[src/rtl/reset_req_ctrl.sv]
// reset_req_ctrl
//   Single-clock reset request controller. Software and watchdog requests
//   start a stretched active-low reset towards downstream per-domain reset
//   synchronizers. The controller then waits for the synchronized reset level
//   that comes back from the downstream domain, and it reports the reset
//   cause, a busy flag and a sticky timeout error.
//
//   Optional feature (macro RST_REQ_PEND_EN): a request that arrives while busy
//   is remembered, with WDT winning over SW. It is replayed one cycle after the
//   controller returns to IDLE. When the macro is undefined, such requests are
//   dropped.
//
// Parameters
//   STRETCH_CYC  minimum low width of RST_OUT_N in cycles (2 .. 2^CNT_W-1)
//   ACK_TIMEOUT  maximum cycles spent in any ack-wait      (1 .. 2^CNT_W-1)
//   CNT_W        width of the shared stretch/timeout counter
//
// Ports
//   CLK          system clock
//   RST          asynchronous active-high reset (forces a power-on sequence)
//   SW_RST_REQ   software reset request, level
//   WDT_EXP      watchdog expiry request, level
//   RST_ACK      downstream synchronized reset level, asynchronous to CLK
//   ERR_CLR      single-cycle clear of TIMEOUT_ERR
//   RST_OUT_N    registered active-low reset to downstream synchronizers
//   BUSY         high whenever the controller is not IDLE
//   RST_CAUSE    cause of last reset: 00 none, 01 SW, 10 WDT, 11 POR
//   TIMEOUT_ERR  sticky ack-wait timeout flag
module reset_req_ctrl #(
    parameter int STRETCH_CYC = 16,
    parameter int ACK_TIMEOUT = 200,
    parameter int CNT_W       = 8
) (
    input  logic       CLK,
    input  logic       RST,
    input  logic       SW_RST_REQ,
    input  logic       WDT_EXP,
    input  logic       RST_ACK,
    input  logic       ERR_CLR,
    output logic       RST_OUT_N,
    output logic       BUSY,
    output logic [1:0] RST_CAUSE,
    output logic       TIMEOUT_ERR
);

    typedef enum logic [1:0] {
        IDLE    = 2'd0,
        ASSERT  = 2'd1,
        RELEASE = 2'd2
    } state_t;

    localparam logic [1:0] CAUSE_SW  = 2'b01;
    localparam logic [1:0] CAUSE_WDT = 2'b10;
    localparam logic [1:0] CAUSE_POR = 2'b11;

    localparam int CNT_MAX_I     = (1 << CNT_W) - 1;
    localparam int STRETCH_LAST  = STRETCH_CYC - 1;
    // The counter saturates, so an abort point beyond its range is clamped to
    // the saturation value to keep the stuck-ack abort reachable.
    localparam int ASSERT_LIMIT  = (STRETCH_CYC - 1 + ACK_TIMEOUT > CNT_MAX_I) ?
                                   CNT_MAX_I : (STRETCH_CYC - 1 + ACK_TIMEOUT);
    localparam int RELEASE_LIMIT = ACK_TIMEOUT - 1;

    localparam logic [CNT_W-1:0] CNT_MAX = '1;

    state_t           state_q, state_d;
    logic [CNT_W-1:0] cnt_q, cnt_d, cnt_inc;
    logic [1:0]       cause_q, cause_d;
    logic             err_q, err_set;
    logic             out_n_q, busy_q;
    logic             ack_p0, ack_s;

`ifdef RST_REQ_PEND_EN
    logic             pend_q, pend_d;
    logic [1:0]       pend_cause_q, pend_cause_d;
`endif

    // Stage p0/s: two-flop synchronizer for the asynchronous downstream ack
    always_ff @(posedge CLK or posedge RST) begin
        if (RST) begin
            ack_p0 <= 1'b0;
            ack_s  <= 1'b0;
        end else begin
            ack_p0 <= RST_ACK;
            ack_s  <= ack_p0;
        end
    end

    assign cnt_inc = (cnt_q == CNT_MAX) ? cnt_q : cnt_q + 1'b1;

    always_comb begin
        state_d = state_q;
        cnt_d   = cnt_q;
        cause_d = cause_q;
        err_set = 1'b0;
`ifdef RST_REQ_PEND_EN
        pend_d       = pend_q;
        pend_cause_d = pend_cause_q;
`endif
        case (state_q)
            IDLE: begin
                if (WDT_EXP) begin
                    state_d = ASSERT;
                    cnt_d   = '0;
                    cause_d = CAUSE_WDT;
                end
`ifdef RST_REQ_PEND_EN
                else if (pend_q) begin
                    state_d = ASSERT;
                    cnt_d   = '0;
                    cause_d = pend_cause_q;
                end
`endif
                else if (SW_RST_REQ) begin
                    state_d = ASSERT;
                    cnt_d   = '0;
                    cause_d = CAUSE_SW;
                end
`ifdef RST_REQ_PEND_EN
                // Whatever was pending has just been served.
                if (state_d == ASSERT) begin
                    pend_d = 1'b0;
                end
`endif
            end
            ASSERT: begin
                if ((int'(cnt_q) >= STRETCH_LAST) && !ack_s) begin
                    state_d = RELEASE;
                    cnt_d   = '0;
                end else if (int'(cnt_q) >= ASSERT_LIMIT) begin
                    // The downstream domain never entered reset; give up waiting.
                    err_set = 1'b1;
                    state_d = RELEASE;
                    cnt_d   = '0;
                end else begin
                    cnt_d = cnt_inc;
                end
            end
            RELEASE: begin
                if (ack_s) begin
                    state_d = IDLE;
                end else if (int'(cnt_q) >= RELEASE_LIMIT) begin
                    err_set = 1'b1;
                    state_d = IDLE;
                end else begin
                    cnt_d = cnt_inc;
                end
            end
            default: begin
                state_d = ASSERT;
                cnt_d   = '0;
            end
        endcase
`ifdef RST_REQ_PEND_EN
        // Capture requests that arrive while busy. A WDT overwrites a pending SW.
        // A SW never downgrades a pending WDT.
        if (state_q != IDLE) begin
            if (WDT_EXP) begin
                pend_d       = 1'b1;
                pend_cause_d = CAUSE_WDT;
            end else if (SW_RST_REQ) begin
                pend_d = 1'b1;
                if (!(pend_q && (pend_cause_q == CAUSE_WDT))) begin
                    pend_cause_d = CAUSE_SW;
                end
            end
        end
`endif
    end

    // State, counter and registered outputs. Outputs are computed from the
    // next state, so they change on the same edge as the state.
    always_ff @(posedge CLK or posedge RST) begin
        if (RST) begin
            state_q <= ASSERT;
            cnt_q   <= '0;
            cause_q <= CAUSE_POR;
            err_q   <= 1'b0;
            out_n_q <= 1'b0;
            busy_q  <= 1'b1;
        end else begin
            state_q <= state_d;
            cnt_q   <= cnt_d;
            cause_q <= cause_d;
            // A set wins over a coincident clear.
            err_q   <= err_set | (err_q & ~ERR_CLR);
            out_n_q <= (state_d != ASSERT);
            busy_q  <= (state_d != IDLE);
        end
    end

`ifdef RST_REQ_PEND_EN
    always_ff @(posedge CLK or posedge RST) begin
        if (RST) begin
            pend_q       <= 1'b0;
            pend_cause_q <= 2'b00;
        end else begin
            pend_q       <= pend_d;
            pend_cause_q <= pend_cause_d;
        end
    end
`endif

    assign RST_OUT_N   = out_n_q;
    assign BUSY        = busy_q;
    assign RST_CAUSE   = cause_q;
    assign TIMEOUT_ERR = err_q;

endmodule

[config.mk]
export PLATFORM = sky130hd
export DESIGN_NAME = reset_req_ctrl
export DESIGN_NICKNAME = d
export VERILOG_FILES = /design/src/rtl/reset_req_ctrl.sv
export SDC_FILE = /design/constraint.sdc
export NUM_CORES = 1
export LEC_CHECK = 0
export CAP_MARGIN = 25
export CORE_MARGIN = 4
export CORE_UTILIZATION = 55
export DETAILED_ROUTE_END_ITERATION = 10
export MAX_ROUTING_LAYER = met4
export PLACE_DENSITY = 0.78
export SLEW_MARGIN = 5
export SYNTH_ARGS = -nofsm -noshare
export SYNTH_HDL_FRONTEND = slang
export SYNTH_SLANG_ARGS = --single-unit
[constraint.sdc]
create_clock -name CLK -period 3.1 [get_ports CLK]
set_input_delay 0.62 -clock CLK [delete_from_list [all_inputs] [get_ports CLK]]
set_output_delay 0.62 -clock CLK [all_outputs]
set_load 0.1 [all_outputs]
# Word-level counts from Yosys, hierarchy flattened
# Cells that the tools add are included.
# word_totals
in_bits	6
ff_bits	17
out_inout_bits	5
elab_cells	51
# op_classes
n_eq_ne	7
n_reduce_logical	7
n_bitwise	3
n_lt_le_gt_ge	3
n_mux	22
add_sub_neg	1
# op_table
op	n
$mux 8	7
$pmux 8 s3	1
$ge 8x8->1 const B	2
$mux 2	8
$add 8x1->8 const B	1
$eq 8x8->1 const B	1
$ge 8x4->1 const B	1
$pmux 2 s3	1
$mux 1	4
$ne 2x2->1 const B	2
$reduce_bool 2->1	2
$ne 3x3->1 const B	1
$reduce_and 3->1	1
$eq 2x1->1 const B	1
$eq 2x2->1 const B	1
$logic_not 2->1	1
$ne 2x1->1 const B	1
$pmux 1 s2	1
$reduce_and 2->1	1
$and 1x1->1	1
$logic_and 1x1->1	1
$logic_not 1->1	1
$not 1->1	1
$or 1x1->1	1

# Logic depth before layout (Yosys ltp)
# Gate-level depths: netlist of run 1.
# depth
word_depth	5
ltp_mapped	7
ltp_nobuf	7

# Worst setup path after synthesis of run 1
# OpenSTA, ideal clock, no wires.
# synth_path
kind	reg2reg
startpoint	register cnt_q[0]
endpoint	register cnt_q[7]
period_less_slack_ns	1.893
t_required_ns	2.982
t_arrival_ns	1.775
setup_ns	0.118
slack_ns	1.207
path_stages_with_launch	7
cell_sequence	dfrtp_1 -> ha_1 -> a2111oi_4 -> a211oi_4 -> or3_1 -> a21oi_1 -> nor2_1
# synth_between
elab_chain_len	5
word_cells_on_any_way	14
classes_between	add/sub: 1; order compare: 3; eq/ne: 2; mux: 6; reduce/logical: 2
# synth_lines
element	line	text
start: declaration	67	logic [CNT_W-1:0] cnt_q, cnt_d, cnt_inc;
start signal: assignment	183	cnt_q <= cnt_d;
$add 8x1->8 / $eq 8x8->1 (equally long branches)	89	assign cnt_inc = (cnt_q == CNT_MAX) ? cnt_q : cnt_q + 1'b1;
$mux 8	89	
$mux 8, on equally long branches	142, 130	
$mux 8, on equally long branches	140, 127	
$pmux 8 s3	100	case (state_q)
# Parallel ways exist; a longest one is shown, timed or not. The select of a mux whose other input is x is not followed.
# A chain may end at the register's enable or synchronous reset.

# Final worst setup path of run 1
# Same ends and word-level chain as after synthesis.

==> summary by stage, run 1 <==
Floorplan
The count of standard-cell rows is 15. The die is approximately 51 µm tall. In this run the standard cell core region covers 1764 µm². The die area is approximately 2600 µm². The initial cell density of the core is roughly 59%. The die is 51.46 µm wide. The count of boundary I/O pins is 11.

Detailed routing
The post-detailed-route wirelength per cell is approximately 15 µm. The first TritonRoute pass finished after 4 iterations. The number of vias per cell is between 5 and 6. After detailed routing, the total wire length is between 2000 and 2500 µm. The final route contains 839 vias.

The detail route stage leaves a number of antenna-violating nets equal to 0. The number of DRC violations after detailed-routing iteration 0 is 21. In the routed design, unresolved DRC markers number 0.

Placement
The placed instances occupy a cell area of 1157 µm². The sum of net half-perimeters after detailed placement is about 1500 µm. Before CTS, the worst setup slack after placement is around 0.92 ns. The global placer's final weighted congestion is ~0.86. The quantity of I/O buffers inserted on ports is 10.

Logic synthesis
The cell count after synthesis came out at 102. The area share of the largest cell type after synthesis is 31.33%. The post-synthesis sequential area ratio is 41.45%.

The warning count from the yosys run is 0. The net count after synthesis is approximately 110. The cell with the most instances after synthesis is dfrtp_1. The commonest cells after synthesis are dfrtp_1 (13), a21oi_1 (11), nor2_1 (9).

The number of enable-type register cells in the synthesized netlist is 0. Synthesis instantiated 39 different standard cells from the library. After synthesis the netlist holds a flip-flop and latch count of 17. The average cell area after synthesis is 10.18 µm². After synthesis, the share of flip-flops with an asynchronous set or reset is 100.0%. Ranked by total cell area, the synthesized netlist is headed by dfrtp_1 (31%), dfstp_2 (10%), ha_1 (6.0%).

Summing every instance area after synthesis gives a little over 1000 µm². The library cell with the largest summed area after synthesis is dfrtp_1. The most common flop cell mapped by yosys is dfrtp_1.

STA
Setup repair after global routing left no endpoint under its margin. Hold is met by 0.3625 ns. After layout, the minimum clock period comes to approximately 2.1 ns. The final worst-path cycle share is between 60% and 70%. The final sum of negative setup slack is 0 ns.

The final worst clock skew is about 0.0044 ns. The number of hold violations in the final report is 0. Setup violations remaining at the end of the flow were counted as 0. At the pin with the least slew margin, the transition time is 0.6100 ns.

The final worst slack is ~1 ns. The worst slew margin relative to its limit is between 50% and 60%. The count of pins over their slew limit was 0. The highest attainable clock frequency is ~470 MHz.

GRT
The first global-routing pass estimated ~3700 µm of wire. Entering global routing, the biggest net connects 18 pins. The via count of the first global-routing pass was ~860. The number of antenna violations at the first check in global routing came to 0. The total overflow left after global routing is 0. Across every metal layer, demand over resource in global routing totals between 10% and 20%.

CTS
The clock passes through at most 2 buffers. Counting the buffers created by CTS gives 3. The clock drives 17 sinks.

The post-CTS clock slew at the launch and capture registers of the worst setup and hold paths is 0.09 ns. The clock tree from TritonCTS is yes. For this design, the CTS-stage hold fixing added 0 buffers. Once the clock tree was built, the setup fixing pass inserted 0 buffers. The number of cells upsized or downsized after cts is 0. Clock latency on the worst-skew pair, taken at its later pin, is between 0.2 and 0.3 ns. The H-tree depth is 1. The clock root buffer master is clkbuf_4.

Critical path
The setup path with the least slack is of type register to register. The element type at the critical path start is a register. In this design, the stage delay of the slowest critical-path cell is 0.51 ns.

The slowest cell on the critical path is a2111oi_4. The required time of the critical path is between 3 and 4 ns. Data on the critical path arrives at its endpoint at between 2 and 2.5 ns. The worst setup slack for register-to-register paths is about 1 ns. The worst setup path is captured at a register. The signal on the critical path passes through ha_1 -> a2111oi_4 -> a211oi_4 -> or3_1 -> a21oi_1 -> nor2_1. The biggest fanout along the worst timing path is 5.

Finish
The synthesis-to-finish area growth is 13.98%. The area used by multi-input combinational logic is slightly below 600 µm². The total number of nets in the final design is 128.

The final standard cell area without fillers is 1184 µm². The fraction of layout cells with a size suffix above 1 is a little under a fifth. 0 antenna diodes ended up in the layout. After filler insertion, the fill cell instance count of the layout stands at 174. The sequential cell area in the final layout is about 430 µm².

Power
Summing internal, switching and leakage power gives between 900 and 1000 µW. The worst-case vdd ir drop is 0.6485 mV. The power density of the placed cells is 781.1 nW/µm². The leakage power summed over all cells is 0.0005163 µW.

Job
Max-cap violations in this run came to 0.

Outcome
The run finished with clean final reports.

Hold path
The tightest min-delay check is of the register to register type.
## metrics by stage
step,util (%),std cells
CTS,67.09,141
global placement,65.60,137
floorplan,-,102
detailed placement,65.60,137
finish,67.09,141
global route,67.09,141
## worst paths after layout
path | endpoint | depth (start not counted) | from
worst min-delay path | ack_s$_DFF_PP0_ | 0 | ack_p0$_DFF_PP0_
worst max-delay path | cnt_q[7]$_DFFE_PP0P_ | 6 | cnt_q[0]$_DFFE_PP0P_
worst max register to register | cnt_q[7]$_DFFE_PP0P_ | 6 | cnt_q[0]$_DFFE_PP0P_
worst min register to register | ack_s$_DFF_PP0_ | 0 | ack_p0$_DFF_PP0_
min in group asynchronous | TIMEOUT_ERR$_DFF_PP0_ | 2 | RST
max in group asynchronous | cnt_q[1]$_DFFE_PP0P_ | 2 | RST
## logic make-up (layout without fill, tap and decap cells)
kind of cell / count (synthesis) / count (layout) / synth area share (%)
AND/OR/NAND/NOR: 40 / 40 / 22.89
AO/OA/AOI/OAI: 29 / 29 / 23.62
flip-flops: 17 / 17 / 41.45
buffers and inverters: 7 / 21 / 2.531
adder cells (fa/ha/maj): 5 / 5 / 6.024
XOR/XNOR: 3 / 3 / 2.531
multiplexers: 1 / 1 / 0.9639
## flip-flops by register name, indices dropped and copies added (netlist names)
signal and cells:
TIMEOUT_ERR 1, ack_p0 1, RST_OUT_N 1, cnt_q 8, ack_s 1, RST_CAUSE 2
BUSY 1, state_q 2
## cells in the final DEF, fill, tap and decap left out, types with 2 or more instances in the layout
| cell type | count |
|---|---|
| xnor2_1 | 3 |
| a21oi_1 | 11 |
| and2_1 | 2 |
| clkdlybuf4s50_1 | 5 |
| ha_1 | 5 |
| o21ai_0 | 2 |
| clkbuf_4 | 3 |
| a21o_1 | 2 |
| dfstp_2 | 4 |
| inv_1 | 7 |
| and4b_1 | 2 |
| o21a_1 | 2 |
| nor2_1 | 9 |
| nand2_1 | 7 |
| dfrtp_1 | 13 |
| buf_4 | 5 |
| nand3_1 | 3 |
| nor3_2 | 2 |
| nor3_1 | 5 |
## worst max-delay path, delay by kind of cell, from the launching register on
family                   cells  cell delay, ns
AO/OA/AOI/OAI                3            0.84
adder cells (fa/ha/maj)      1            0.29
flip-flops                   1            0.43
AND/OR/NAND/NOR              2            0.46
## layout make-up
cell class | instances | share of cell area (%)
inverter | 7 | 2.220
tap | 25 | 2.643
multi-input combinational | 78 | 49.15
sequential | 17 | 36.36
timing repair buffer | 10 | 7.400
clock buffer | 4 | 2.220
## power by group
group | internal [µW] | switching [µW] | leakage [µW]
clock network | 50.1 | 66.9 | 0.0000150
logic | 140 | 344 | 0.000286
registers | 289 | 34.9 | 0.000215
## per-layer routing
layer / track usage (%) / vias to the layer above / wire length [µm]
met3: 4.082 / 7 / 79
met2: 31.57 / 26 / 1000
met5: - / - / 0
met4: 9.607 / 0 / 41
li1: - / 404 / -
met1: 22.99 / 402 / 972
Power figures use the tool's default switching activity.
==> inputs of run 2 (changes only) <==
Settings changed: CORE_UTILIZATION 55 to 54, PLACE_DENSITY 0.78 to 0.77.
Clock period 3.1 ns to 2 ns, I/O delays scaled along.
==> run 2 against run 1 <==
Effect of this change: sequential share of layout area decreased by 3.0 points; clock-buffer cell count unchanged; flip-flop and latch count unchanged.
==> summary by stage, run 2 (synthesis results as in run 1) <==
Finish
In the final layout, the share of cells above drive strength 1 is around a quarter. Leaving out fill and tap cells, the most frequent cells in the layout are dfrtp_1 (13), a21oi_1 (10), nor2_1 (9). The register with the most flip-flops in the layout has 8 of them. Summing all flip-flop and latch instances after layout gives between 400 and 500 µm².

The number of antenna diodes in the final layout is 0. The final layout contains between 100 and 150 nets. The most common cell after layout, fill and taps aside is dfrtp_1.

In the final layout, the multi-input gates occupy between 600 and 700 µm². The synthesis-to-finish area growth is 24.34%. The largest register by flop count is cnt_q. The finished cells cover 1291 µm². The count of fill cells added during filler insertion is approximately 130.

Power
Combinational cells account for a little under three fifths of the total power. The part of the total power dissipated in the clock network is between 10% and 20%. The power density of the placed cells is 1243 nW/µm². The design draws roughly 1600 µW. IR analysis of the VDD net gives a maximum drop of ~0.88 mV. The leakage power summed over all cells is between 0.0005 and 0.0006 µW. Summed over all nets, the switching power comes to between 700 and 800 µW. The net switching share of the total power is a little under half. The cell internal power dissipation is 871.9 µW. Registers are responsible for roughly a third of the overall power.

Critical path
STA classifies the critical path startpoint as a register. The startpoint identified for the worst register-to-register timing path is cnt_q[1]$_DFFE_PP0P_. The worst setup slack for register-to-register paths is roughly 0.076 ns. The type of destination of the critical path is a register. The critical path class is register to register. The critical path goes through ha_4 -> a2111oi_4 -> buf_4 -> o211ai_1 -> nor3b_2 -> o21ai_0 -> nand3_1. The biggest fanout along the worst timing path is 4. Counting both buffers and inverters, the worst setup path holds a total of 1. The destination of the worst register-to-register timing path is RST_OUT_N$_DFF_PP0_.

The largest stage delay on the critical path is 0.44 ns. The slowest cell on the critical path is a2111oi_4. The depth of the worst register-to-register path is 7. For the worst setup path, the data required time is 2.18 ns. The critical path data arrival time is between 2 and 2.5 ns. The cell class contributing the biggest share of worst-path delay is compound AO/OA/AOI/OAI gates.

GRT
The number of antenna violations at the first check in global routing is 0. The maximum number of pins on one net before global-route repair is 18. The global-route total usage across every layer is about 20%.

The via count of the first global-routing pass is a little under 900. The final global-route overflow total is 0. The first global-routing pass estimated roughly 3800 µm of wire.

STA
The number of hold violations in the final report came to 0. After layout, the worst setup slack is ~0.076 ns. The worst slew margin relative to its limit is a little under three fifths. The count of pins over their slew limit is 0. Setup violations remaining at the end of the flow were counted as 0. The transition time at the pin with the least slew margin is between 0.6 and 0.7 ns. For the finished layout, the period the worst path requires is 1.924 ns. The clock arrives with roughly 0.010 ns of skew. Setup repair after global routing could not meet its margin everywhere. Based on the critical path, the design can be clocked at up to 519.8 MHz.

Dividing the final minimum period by the clock period gives 96.18%.

Floorplan
The die width is 51.86 µm. The initial cell density of the core is 58.25%. The die area is ~2700 µm².

The count of standard-cell rows is 15. The floorplan step set the die height to a little over 50 µm. The core region is approximately 1800 µm². The count of boundary I/O pins is 11.

Placement
Detailed placement finished with a half-perimeter wire length of 1600 µm. In this run the cell area measured after placement is approximately 1200 µm². Timing analysis after detailed placement gives a worst setup slack of -0.09173 ns. The congestion estimate from routability-driven global placement came to ~0.84.

During placement, the flow inserted port buffers numbering 10.

CTS
The post-CTS clock slew at the launch and capture registers of the worst setup and hold paths is about 0.10 ns. CTS saw 17 sinks. The clock tree from TritonCTS is yes. The largest buffer count on any clock path is 2. The clock root buffer master is clkbuf_4.

TritonCTS created 3 clock buffers. The count of hold buffers inserted by post-cts repair is 0. At the later pin of the worst-skew pair, clock insertion delay measures about 0.3 ns.

CTS built an H-tree with a depth of 1.

Outcome
The flow ran to the end, and the final reports show no timing, DRC or antenna violations.

Job
The tool flagged a number of max-cap violations equal to 0.

Detailed routing
The number of DRC violations after detailed routing is 0. The first routing iteration left 20 violations. The number of routed nets with antenna violations is 0. The total iterations of the first detailed-routing run is 4. For this block, the via count after detailed routing is 894. The final wirelength is about 2200 µm. After detailed routing, the average wire length per cell comes to 15.32 µm. In the routed layout, each cell is associated on average with a via count of approximately 6.

Hold path
The worst-case hold path end point is ack_s$_DFF_PP0_. The worst hold path begins at ack_p0$_DFF_PP0_. The kind of path behind the tightest hold check is register to register. The number of instances on the worst hold path is 0.
run 2: changes by cell type in the layout (fill, tap and decap cells not counted):
cell	previous run	this run
ha_1	5	4
nor3b_2	1	2
a21oi_2	0	1
buf_4	5	7
ha_4	0	1
a21oi_1	11	10
nor3_2	2	1
nor3b_1	1	0
nor3_4	0	1
buf_12	0	3
or3_1	1	0
or3_4	0	1
run 2: worst reg2reg max path, stage by stage, from the launching register on:
cell and delay (ns):
dfrtp_1 0.43, ha_4 0.20, a2111oi_4 0.44, buf_4 0.19
o211ai_1 0.10, nor3b_2 0.19, o21ai_0 0.16, nand3_1 0.09
run 2: cell type report:
class	instances	area share, %
Multi-Input combinational cell	78	47.58
Sequential cell	17	33.33
Timing Repair Buffer	15	12.60
Tap cell	25	2.422
Clock buffer	4	2.035
Inverter	7	2.035
run 2: power groups by stage:
stage / Clock (µW) / Sequential [µW] / Combinational (µW)
5_1_grt: 200 / 531 / 959
3_3_place_gp: 0 / 520 / 853
4_1_cts: 187 / 516 / 869
6_report: 184 / 519 / 903
3_5_place_dp: 0 / 522 / 866
2_1_floorplan: 0 / 813 / 298
run 2: repair_timing:
action,CTS,global route
endpoints found under the setup margin,1,4
gates resized for setup,1,5
setup buffers,1,1
pin swaps,1,3
endpoints found under the hold margin,0,0
run 2: routing by layer:
metal / GRT usage [%] / wire length [µm] / part of all wire, % / vias to the layer above
li1: - / - / - / 414
met1: 23.36 / 935 / 42 / 433
met2: 30.13 / 1072 / 48 / 38
met3: 5.158 / 173 / 7.7 / 9
met4: 10.48 / 56 / 2.5 / 0
met5: - / 0 / 0 / -
run 2: metrics by stage:
stage | util (%) | hold slack, ns | cells | setup TNS, ns
after floorplan | - | 0.3232 | 102 | 0
after global placement | 68.28 | 0.3336 | 140 | 0
after detailed placement | 68.28 | 0.3381 | 140 | -0.09173
after CTS | 70.32 | 0.3590 | 145 | 0
after global routing | 72.42 | 0.3650 | 146 | -0.04999
final | 72.42 | 0.3556 | 146 | 0
run 2: worst max-delay path by stage:
stage | startpoint | end | slack (ns) | cells past startpoint
2_1_floorplan | cnt_q[0]$_DFFE_PP0P_ | cnt_q[7]$_DFFE_PP0P_ | 0.11 | 6
3_3_place_gp | cnt_q[1]$_DFFE_PP0P_ | cnt_q[7]$_DFFE_PP0P_ | 0.03 | 6
3_5_place_dp | cnt_q[1]$_DFFE_PP0P_ | cnt_q[7]$_DFFE_PP0P_ | -0.09 | 6
4_1_cts | cnt_q[1]$_DFFE_PP0P_ | cnt_q[7]$_DFFE_PP0P_ | 0.04 | 6
5_1_grt | cnt_q[1]$_DFFE_PP0P_ | RST_OUT_N$_DFF_PP0_ | -0.03 | 7
6_report | cnt_q[1]$_DFFE_PP0P_ | RST_OUT_N$_DFF_PP0_ | 0.08 | 7
